`src/rtl/fusion_ptch_integrator.sv`:
```
// fusion_ptch_integrator: gyro-offset self-calibration plus complementary pitch fusion with a saturating integrator.
module fusion_ptch_integrator #(
  parameter int DW = 16,
  parameter int FRAC = 11,
  parameter int FUSION_STEP = 1024,
  parameter int CAL_LOG2 = 4,
  parameter int ACC_GAIN = 327,
  parameter logic [DW-1:0] AZ_OFFSET = 16'h00A0
) (
  input  logic          clk,
  input  logic          rst,
  input  logic          vld,
  input  logic [DW-1:0] ptch_rt,
  input  logic [DW-1:0] AZ,
  input  logic          cal_req,
  output logic [DW-1:0] ptch,
  output logic          ptch_vld,
  output logic          rdy,
  output logic          sat
);
  localparam int IW = DW + FRAC;
  localparam int SW = DW + CAL_LOG2;
  localparam int PW = DW + 33;
  localparam logic signed [PW-1:0] DMAX = PW'((64'sd1 <<< (DW - 1)) - 1);
  localparam logic signed [PW-1:0] DMIN = -DMAX - 1;
  localparam logic signed [IW+1:0] IMAX = (IW + 2)'((64'sd1 <<< (IW - 1)) - 1);
  localparam logic signed [IW+1:0] IMIN = -IMAX - 1;
  localparam logic signed [IW+1:0] STEP = (IW + 2)'(FUSION_STEP);
  typedef enum logic {CAL, RUN} state_t;
  state_t                 state_q;
  logic signed [IW-1:0]   int_q, int_d;
  logic signed [SW-1:0]   sum_q, sum_d, off_w;
  logic [CAL_LOG2-1:0]    cnt_q;
  logic [DW-1:0]          off_q;
  logic                   pv_q, sat_q;
  logic signed [DW:0]     az_c, rate;
  logic signed [PW-1:0]   prod, shf;
  logic signed [DW-1:0]   ptch_acc;
  logic signed [IW+1:0]   corr, acc_sum;
  logic                   over, under;
  assign az_c     = $signed({AZ[DW-1], AZ}) - $signed({AZ_OFFSET[DW-1], AZ_OFFSET});
  assign prod     = PW'(az_c) * PW'(ACC_GAIN);
  assign shf      = prod >>> 13;
  assign ptch_acc = (shf > DMAX) ? DMAX[DW-1:0] : (shf < DMIN) ? DMIN[DW-1:0] : shf[DW-1:0];
  assign rate     = $signed({ptch_rt[DW-1], ptch_rt}) - $signed({off_q[DW-1], off_q});
  // Fusion direction compares against the pitch already registered, not the one being written.
  assign corr     = (ptch_acc > $signed(ptch)) ? STEP : -STEP;
  assign acc_sum  = (IW + 2)'(int_q) - (IW + 2)'(rate) + corr;
  assign over     = acc_sum > IMAX;
  assign under    = acc_sum < IMIN;
  assign int_d    = over ? IMAX[IW-1:0] : under ? IMIN[IW-1:0] : acc_sum[IW-1:0];
  assign sum_d    = sum_q + SW'($signed(ptch_rt));
  assign off_w    = sum_d >>> CAL_LOG2;
  assign ptch     = int_q[IW-1:FRAC];
  assign ptch_vld = pv_q;
  assign rdy      = (state_q == RUN);
  assign sat      = sat_q;
  always_ff @(posedge clk or posedge rst) begin
    if (rst) begin
      state_q <= CAL;
      int_q   <= '0;
      sum_q   <= '0;
      cnt_q   <= '0;
      off_q   <= '0;
      pv_q    <= 1'b0;
      sat_q   <= 1'b0;
    end else begin
      pv_q <= 1'b0;
      if (cal_req) begin
        state_q <= CAL;
        sum_q   <= '0;
        cnt_q   <= '0;
      end else if (vld) begin
        if (state_q == CAL) begin
          if (cnt_q == '1) begin
            off_q   <= off_w[DW-1:0];
            int_q   <= {ptch_acc, {FRAC{1'b0}}};
            sum_q   <= '0;
            cnt_q   <= '0;
            sat_q   <= 1'b0;
            state_q <= RUN;
            pv_q    <= 1'b1;
          end else begin
            sum_q <= sum_d;
            cnt_q <= cnt_q + 1'b1;
          end
        end else begin
          int_q <= int_d;
          sat_q <= sat_q | over | under;
          pv_q  <= 1'b1;
        end
      end
    end
  end
endmodule

```
`config.mk`:
```
export PLATFORM = sky130hd
export DESIGN_NAME = fusion_ptch_integrator
export DESIGN_NICKNAME = d
export VERILOG_FILES = /design/src/rtl/fusion_ptch_integrator.sv
export SDC_FILE = /design/constraint.sdc
export NUM_CORES = 1
export LEC_CHECK = 0
export CAP_MARGIN = 20
export CORE_AREA = 2 2 135 137
export DETAILED_ROUTE_END_ITERATION = 8
export DIE_AREA = 0 0 137 139
export PLACE_DENSITY = 0.79
export SYNTH_ARGS = -nofsm -noshare
export SYNTH_HDL_FRONTEND = slang
export SYNTH_SLANG_ARGS = --single-unit
```
`constraint.sdc`:
```
create_clock -name clk -period 7.56 [get_ports clk]
set_input_delay 1.512 -clock clk [delete_from_list [all_inputs] [get_ports clk]]
set_output_delay 1.512 -clock clk [all_outputs]
set_load 0.01 [all_outputs]
```
==> flow_summary.toml <==
[global_route]
use_met3 = 0.0362
grt_pass1_vias = 9509
grt_pass1_wl_um = 44300
top_usage_layer = "met2"
met2_usage = 0.538
grt_overflow = 0
antenna_found_initial = 0
grt_use_total = 0.291
grt_max_degree = 71
grt_use_met1 = 0.338

[die]
core_um2 = 17700
die_w_um = 137
die_area_um2 = 19000
start_util = 0.562
die_h_um = 139
io_pins = 55
rows = 49

[critical_path]
endpoint_kind = "flop"
crit_arrival_ns = 10.88
cp-start-kind = "input port"
crit_type = "input port to flop"
critPathMaxStageDelay_ns = 0.56
required_ns = 7.75
crit_path_max_fanout = 8
cp_slowest_cell = "fa_1"

[detailed_routing]
wl_um = 28900
drtIter0Drc = 519
vias = 9038
drc = 0
ant_nets = 0
viasPerCell = 5.76
wl_per_cell_um = 18.4
firstDrtPassIters = 7

[layout]
fillers = 1130
final_cell_mix = "201 x inv_1, 198 x buf_4, 134 x ha_1, 87 x fa_1, 70 x dfrtp_1"
fin_util = 0.750
fin_area_um2 = 13200
final_common_cell = "inv_1"
finalNonFillerCells = 1570
diodes = 0
drive_gt1_frac = 0.260
area_growth_pct = 33.4
finish.net_count = 1617

[timing]
fin_ws_ns = -3.13
worst_pin_slew_ns = 0.920
maxSlewViolCount = 0
period_share = 1.41
tns_ns = -83.41
fin_skew_ns = 0.0114
slew_headroom = 0.387
hold_viol = 0
setup_viol = 28
clock.fmax_mhz = 93.6
rsz0062_at_grt = "true"
period_minus_slack_ns = 10.69

[worst_hold_path]
min_path_type = "flop to flop"

[placement]
dp.cells = 1510
gp_congestion = 0.927
place_area_um2 = 12000
io_buffers = 54
dp_hpwl_um = 20600

[clocking]
tritoncts = "done"
cts_buffers = 9
cts_sinks = 70
clk_path_buf_depth = 2
path_clk_slew_ns = 0.06
htree_levels = 3
root_buffer = "clkbuf_16"
clk_latency_ns = 0.34

[synthesis]
synth.cell_area_um2 = 9930
synthFlopType = "dfrtp_1"
syn_area_per_cell_um2 = 9.08
synth_edf_count = 0
yosysTopAreaCell = "ha_1"
synth.top_cell.area_share = 0.197
ys_seq_elements = 70
synth_area_leaders = "ha_1 20%, fa_1 18%, dfrtp_1 18%"
async_reset_ff_frac = 1.00
syn-num-nets = 1374
ys_types = 66
synth_cells = 1093
synth_warnings = 0
seq_area_frac_synth = 0.176

[flow_run]
maxCapViolations = 0

[run_status]
status = "finished, violations left"
violations = "negative setup slack"
critical path: cells and delay by family:
| kind | cells | cell delay (ns) |
|---|---|---|
| buffers and inverters | 9 | 1.04 |
| AND/OR/NAND/NOR | 5 | 1.00 |
| AO/OA/AOI/OAI | 16 | 3.53 |
| adder cells (fa/ha/maj) | 9 | 3.30 |
| XOR/XNOR | 2 | 0.46 |
cell families after synthesis:
group / synth area share
DFF: 0.176
adders and majority gates: 0.376
muxes: 0.0122
xor gates and xnor gates: 0.0609
AOI/OAI and AO/OA: 0.184
buffers and inverters: 0.101
and+or+nand+nor: 0.0891
cell type report:
| cell class | instances | area, um2 | area share |
|---|---|---|---|
| multi-input cells | 776 | 7870 | 0.594 |
| repair buffers | 271 | 2260 | 0.170 |
| clock buffers | 10 | 229 | 0.0173 |
| inverters | 208 | 781 | 0.0590 |
| well taps | 229 | 287 | 0.0216 |
| flip-flops and latches | 70 | 1750 | 0.132 |
| clock inverters | 6 | 70.1 | 0.00529 |
flip-flops by register name, indices dropped and copies added, names as in the netlist:
signal / count
off_q: 16
ptch_vld: 1
rdy: 1
cnt_q: 4
int_q: 27
sat: 1
sum_q: 20
final timing paths:
check                                      start                     to  slack [ns]  depth (start not counted)
setup / recovery                          AZ[10]  int_q[19]$_DFFE_PP0P_       -3.13                         41
hold / removal                   sat$_DFFE_PP0P_        sat$_DFFE_PP0P_        0.48                          1
setup reg to reg           int_q[12]$_DFFE_PP0P_  int_q[19]$_DFFE_PP0P_        2.07                         25
hold reg to reg                  sat$_DFFE_PP0P_        sat$_DFFE_PP0P_        0.48                          1
max in group asynchronous                    rst  int_q[18]$_DFFE_PP0P_        5.19                          3
min in group asynchronous                    rst   sum_q[7]$_DFFE_PP0P_        1.77                          3
synthesized netlist by cell type (all sizes together), types with 5 or more instances:
cell type / count
nand2b: 8
a211oi: 18
nor2b: 10
ha: 156
nand2: 48
buf: 21
nor2: 44
a31oi: 10
clkbuf: 18
a22o: 22
inv: 207
nand3: 8
o211ai: 7
o21ai: 56
o221ai: 6
nand4: 10
o21a: 13
fa: 89
mux2: 9
dfrtp: 70
a21o: 25
a21oi: 59
nor3: 13
a221oi: 5
o22ai: 14
and3: 11
xor2: 25
o21bai: 7
xnor2: 44
and2: 8
layer usage:
metal,vias to the layer above,part of all wire
met5,-,0
met4,0,0.038
met3,85,0.038
met2,258,0.54
met1,4498,0.39
li1,4197,-
timing repair:
item                       in CTS  in global routing
setup buffers                  30                 13
pin swaps                      59                 57
setup endpoints to repair      28                 28
hold buffers                    0                  0
gates resized for setup        84                 57
cloned                          1                  0
per-stage QoR:
stage                     setup WS (ns)  hold WS [ns]
after global routing              -3.45         0.503
after CTS                         -3.06         0.482
after detailed placement          -3.99         0.469
after global placement            -3.62         0.463
final                             -3.13         0.484
after floorplan                   -3.23         0.470
Power is left out: the tool's default activity adds up to more than one toggle a clock period on the data nets, which glitch-free logic cannot reach.
